[config.mk]
export PLATFORM = sky130hd
export DESIGN_NAME = rr_arbiter4_enc
export DESIGN_NICKNAME = d
export VERILOG_FILES = /design/src/rtl/arb_pkg.sv /design/src/rtl/rr_pick4.sv /design/src/rtl/rr_arbiter4_enc.sv
export SDC_FILE = /design/constraint.sdc
export NUM_CORES = 1
export LEC_CHECK = 0
export ABC_AREA = 1
export BUFFER_PORTS_ARGS = -buffer_cell sky130_fd_sc_hd__buf_2
export CORE_MARGIN = 3
export CORE_UTILIZATION = 40
export DETAILED_ROUTE_END_ITERATION = 8
export PLACE_DENSITY = 0.7
export SETUP_SLACK_MARGIN = 0.4
export SYNTH_ARGS = -nofsm -noshare
export SYNTH_HDL_FRONTEND = slang
export SYNTH_SLANG_ARGS = --single-unit
[constraint.sdc]
create_clock -name clk -period 1.7 [get_ports clk]
set_input_delay 0.085 -clock clk [delete_from_list [all_inputs] [get_ports clk]]
set_output_delay 0.085 -clock clk [all_outputs]
set_load 0.01 [all_outputs]
[src/rtl/arb_pkg.sv]
// Shared types and helpers for the 4-way round-robin arbiter.
// The encoder is also the bench's reference for gnt_idx.
package arb_pkg;

   localparam int NREQ  = 4;
   localparam int IDX_W = 2;

   typedef enum logic {
      ARB_IDLE = 1'b0,
      ARB_BUSY = 1'b1
   } arb_state_t;

   // One-hot (or zero) to binary index; zero maps to index 0.
   function automatic logic [IDX_W-1:0] onehot2idx(input logic [NREQ-1:0] oh);
      logic [IDX_W-1:0] idx;
      idx = '0;
      case (oh)
         4'b0010: idx = 2'd1;
         4'b0100: idx = 2'd2;
         4'b1000: idx = 2'd3;
         default: idx = 2'd0;
      endcase
      return idx;
   endfunction

   function automatic logic [NREQ-1:0] idx2onehot(input logic [IDX_W-1:0] idx);
      logic [NREQ-1:0] oh;
      oh = '0;
      oh[idx] = 1'b1;
      return oh;
   endfunction

endpackage

[src/rtl/rr_pick4.sv]
// Rotated priority encoder: the first set request scanning ptr, ptr+1, ... (mod 4).
// Rotate so ptr lands at bit 0, fixed-priority encode, then add ptr back.
module rr_pick4
   import arb_pkg::*;
(
   input  logic [NREQ-1:0]  req,
   input  logic [IDX_W-1:0] ptr,
   output logic             any,
   output logic [IDX_W-1:0] win_idx
);

   logic [2*NREQ-1:0] dbl;
   logic [NREQ-1:0]   rot;
   logic [IDX_W-1:0]  off;

   assign dbl = {req, req};
   assign rot = dbl[ptr +: NREQ];

   always_comb begin
      off = '0;
      if (rot[0])      off = 2'd0;
      else if (rot[1]) off = 2'd1;
      else if (rot[2]) off = 2'd2;
      else if (rot[3]) off = 2'd3;
   end

   assign any     = |req;
   assign win_idx = off + ptr;

endmodule

[src/rtl/rr_arbiter4_enc.sv]
// Four-requester round-robin arbiter with registered one-hot grant, encoded index
// and a MAX_HOLD tenure timeout that preempts a holder while others are waiting.
module rr_arbiter4_enc
   import arb_pkg::*;
#(
   parameter int MAX_HOLD = 8,
   parameter int HOLD_W   = 4
) (
   input  logic             clk,
   input  logic             rst,
   input  logic [NREQ-1:0]  req,
   output logic [NREQ-1:0]  gnt,
   output logic [IDX_W-1:0] gnt_idx,
   output logic             gnt_valid,
   output logic             preempt
);

   // With preemption disabled the counter simply saturates at all-ones.
   localparam logic [HOLD_W-1:0] HOLD_SAT =
      (MAX_HOLD == 0) ? {HOLD_W{1'b1}} : HOLD_W'(MAX_HOLD - 1);

   arb_state_t       state;
   logic [IDX_W-1:0] ptr;
   logic [HOLD_W-1:0] hold_cnt;

   logic             pick_any;
   logic [IDX_W-1:0] pick_idx;
   logic             holder_req;
   logic             others_req;
   logic             timeout;

   rr_pick4 u_pick (
      .req     (req),
      .ptr     (ptr),
      .any     (pick_any),
      .win_idx (pick_idx)
   );

   assign holder_req = req[gnt_idx];
   assign others_req = |(req & ~gnt);
   assign timeout    = (MAX_HOLD != 0) && (hold_cnt == HOLD_SAT) && others_req;

   always_ff @(posedge clk) begin
      if (rst) begin
         state    <= ARB_IDLE;
         ptr      <= '0;
         hold_cnt <= '0;
         gnt      <= '0;
         gnt_idx  <= '0;
         preempt  <= 1'b0;
      end else begin
         preempt <= 1'b0;
         case (state)
            ARB_IDLE: begin
               if (pick_any) begin
                  state    <= ARB_BUSY;
                  gnt      <= idx2onehot(pick_idx);
                  gnt_idx  <= pick_idx;
                  ptr      <= pick_idx + 2'd1;
                  hold_cnt <= '0;
               end
            end
            ARB_BUSY: begin
               // Release wins over timeout, so a holder dropping in its last cycle is not preempted.
               if (!holder_req) begin
                  state   <= ARB_IDLE;
                  gnt     <= '0;
                  gnt_idx <= '0;
               end else if (timeout) begin
                  state   <= ARB_IDLE;
                  gnt     <= '0;
                  gnt_idx <= '0;
                  preempt <= 1'b1;
               end else if (hold_cnt != HOLD_SAT) begin
                  hold_cnt <= hold_cnt + 1'b1;
               end
            end
            default: begin
               state   <= ARB_IDLE;
               gnt     <= '0;
               gnt_idx <= '0;
            end
         endcase
      end
   end

   assign gnt_valid = |gnt;

endmodule

==> results.cfg <==
[pwr]
max-vdd-ir-drop_mv = 0.826
leakagePower_nw = 0.540
powerDensity_nw_per_um2 = 1670
seq_power_share_pct = 26.7
power.share.clock_pct = 9.4
power_frac_comb_pct = 63.9
swShare_pct = 45.1
p_int_w = 0.00108
power_w = 0.00197
switchingPower_w = 0.000887

[worst_setup_path]
cp_max_fo = 6
reg2regPathDepth = 13
path_class = flip-flop to flip-flop
critPathCaptureType = flip-flop
cp.arrival_ns = 1.87
required_ns = 1.87
critical_path.startpoint_type = flip-flop

[cells_and_area]
syn_to_final_growth_pct = 45.0
final_layout_size_suffix_gt1_share_pct = 50.7
diodes = 0
nets = 158

[logic_synthesis]
synthArstFlopShare_pct = 0
synth-seq-cells = 14
syn_area_um2 = 815
synth_ff_type = dfxtp_1
syn_avg_cell_area_um2 = 6.68
yosys.area.top_type = dfxtp_1
yosys-top-cells-area = dfxtp_1 (34%), nand2_1 (15%), a21oi_1 (7.4%), nand3_1 (7.4%), inv_1 (5.1%)
yosys_warnings = 0
synth_edf_count = 0
synth_cell_type_count = 27
syn_inst = 122
synthTopCellsByCount = nand2_1 (33), dfxtp_1 (14), a21oi_1 (12), nand3_1 (12)
synth_most_common_cell = nand2_1
ys_seq_area_share_pct = 34.4
synth_top_area_share_pct = 34.4
synth_fp_nets = 130

[place]
place_congestion = 0.767
dp_slack_ns = -0.0392
io_buffers = 13
hpwl_mm = 1.45

[detailed_routing]
drc_errors = 0
drtAntennaViolNets = 0
via_per_inst = 5.45
routed_wl_mm = 2.29
drtIter0Drc = 45
first_pass_iters = 4
vias = 943
wl_per_cell_um = 13.2

[status]
status = complete, but fails checks
violations = negative setup slack

[sta]
max_freq_mhz = 588
setup_viol = 2
rsz0062_at_grt = true
clock_skew_ns = 0.000840
tightest_slew_ns = 0.296
fin_crit_sh_pct = 100
final_hold_viol_count = 0
fin_ws_ns = -0.00184
slew_headroom_pct = 80.2
setup_tns_ns = -0.00253
finalCriticalPeriod_ns = 1.70
drv_slew = 0

[run]
drv_cap = 0

[clock_tree]
htreeDepth = 1
cts_root_buf = clkbuf_4
clk_path_buf_depth = 2
cts-buffers-inserted = 3
cts_tree = yes
clk_pin_slew_worst_paths_ns = 0.07
insertion_delay_ns = 0.28
cts_sinks = 14

[global_routing]
grt_pass1_vias = 874
grt_antenna_before_repair = 0
grtUsageTotal_pct = 20.8
gr-total-overflow = 0
grt_pass1_wl_mm = 3.94
grt_max_degree = 14

[floorplan]
core_area_um2 = 1820
die_x_um = 51.1
dieArea_um2 = 2610
die_y_um = 51.1
ios = 14
rows = 15
initial_core_util_pct = 44.7

[hold_path]
whs_path_depth = 2
hold_path.class = input port to flip-flop
## stage by stage
| stage | area (µm²) | utilization [%] | hold slack (ns) | std cells |
|---|---|---|---|---|
| 2_1_floorplan | 840 | - | 0.156 | 122 |
| 3_3_place_gp | 936 | 51.4 | 0.416 | 160 |
| 3_5_place_dp | 936 | 51.4 | 0.424 | 160 |
| 4_1_cts | 1110 | 60.9 | 0.110 | 173 |
| 5_1_grt | 1180 | 64.9 | 0.146 | 173 |
| 6_report | 1180 | 64.9 | 0.134 | 173 |
## critical path: stages, from the launching register on
cell and delay [ns]:
dfxtp_4 0.39, nand2_1 0.10, nand3_2 0.09, nand2_2 0.06
buf_4 0.13, buf_4 0.12, buf_4 0.12, buf_4 0.12
nand2_2 0.09, nand2_2 0.07, nand2_4 0.09, a21oi_1 0.07
nor2_1 0.10, nor2_1 0.04
## cell families (layout without fill, tap and decap cells)
logic type,Yosys count,after routing,share of synthesized area [%]
adder cells (fa/ha/maj),2,2,3.07
AND/OR/NAND/NOR,67,67,37.0
flip-flops,14,14,34.4
buffers and inverters,15,41,7.37
AO/OA/AOI/OAI,23,23,17.1
XOR/XNOR,1,1,1.08
## what timing repair did
| item | CTS | global route |
|---|---|---|
| resized for setup | 23 | 21 |
| setup endpoints to repair | 12 | 15 |
| pin swaps | 9 | 6 |
| hold buffers | 0 | 0 |
| setup buffers | 10 | 0 |
## state kept, by name, summed over array words and instances, names as in the netlist
name / cells
ptr: 2
hold_cnt: 4
gnt_idx: 2
preempt: 1
state: 1
gnt: 4
## final cells by class
cell class | count | area, µm²
well taps | 25 | 31.3
clock buffers | 3 | 22.5
repair buffers | 25 | 155
multi-input cells | 93 | 621
inverters | 13 | 56.3
flip-flops and latches | 14 | 295
fillers | 155 | 639
## per-layer routing
metal,GRT usage [%],up-vias,share of wire (%)
met5,0,-,0
met4,8.52,0,1.4
met2,33.5,50,47
met1,24.5,425,41
met3,7.87,6,10
li1,-,462,-
## path summary, 6_finish.rpt
path                                  start           to  slack [ns]
worst min-delay path                    rst   gnt_idx[0]        0.13
worst max-delay path                 ptr[0]       ptr[1]      -0.002
worst min register to register  hold_cnt[0]  hold_cnt[0]        0.45
worst max register to register       ptr[0]       ptr[1]      -0.002
## power groups by stage
stage	Combinational [W]	Clock (W)	Sequential, W
detailed placement	0.000816	0	0.000510
CTS	0.00110	0.000194	0.000508
global placement	0.000805	0	0.000505
floorplan	0.000616	0	0.000506
finish	0.00126	0.000185	0.000525
global route	0.00139	0.000210	0.000534
## cell usage in the layout, fill, tap and decap left out, types with 5 or more instances in the layout
| cell type | netlist | final |
|---|---|---|
| nand2_1 | 33 | 22 |
| buf_2 | 0 | 13 |
| buf_4 | 1 | 12 |
| nand2_2 | 4 | 11 |
| nor2_1 | 11 | 9 |
| a21oi_1 | 12 | 9 |
| nand3_2 | 2 | 8 |
| dfxtp_1 | 14 | 8 |
| inv_1 | 11 | 7 |
| nand3_1 | 12 | 5 |
Note: power is estimated with default switching activity, not from simulation.
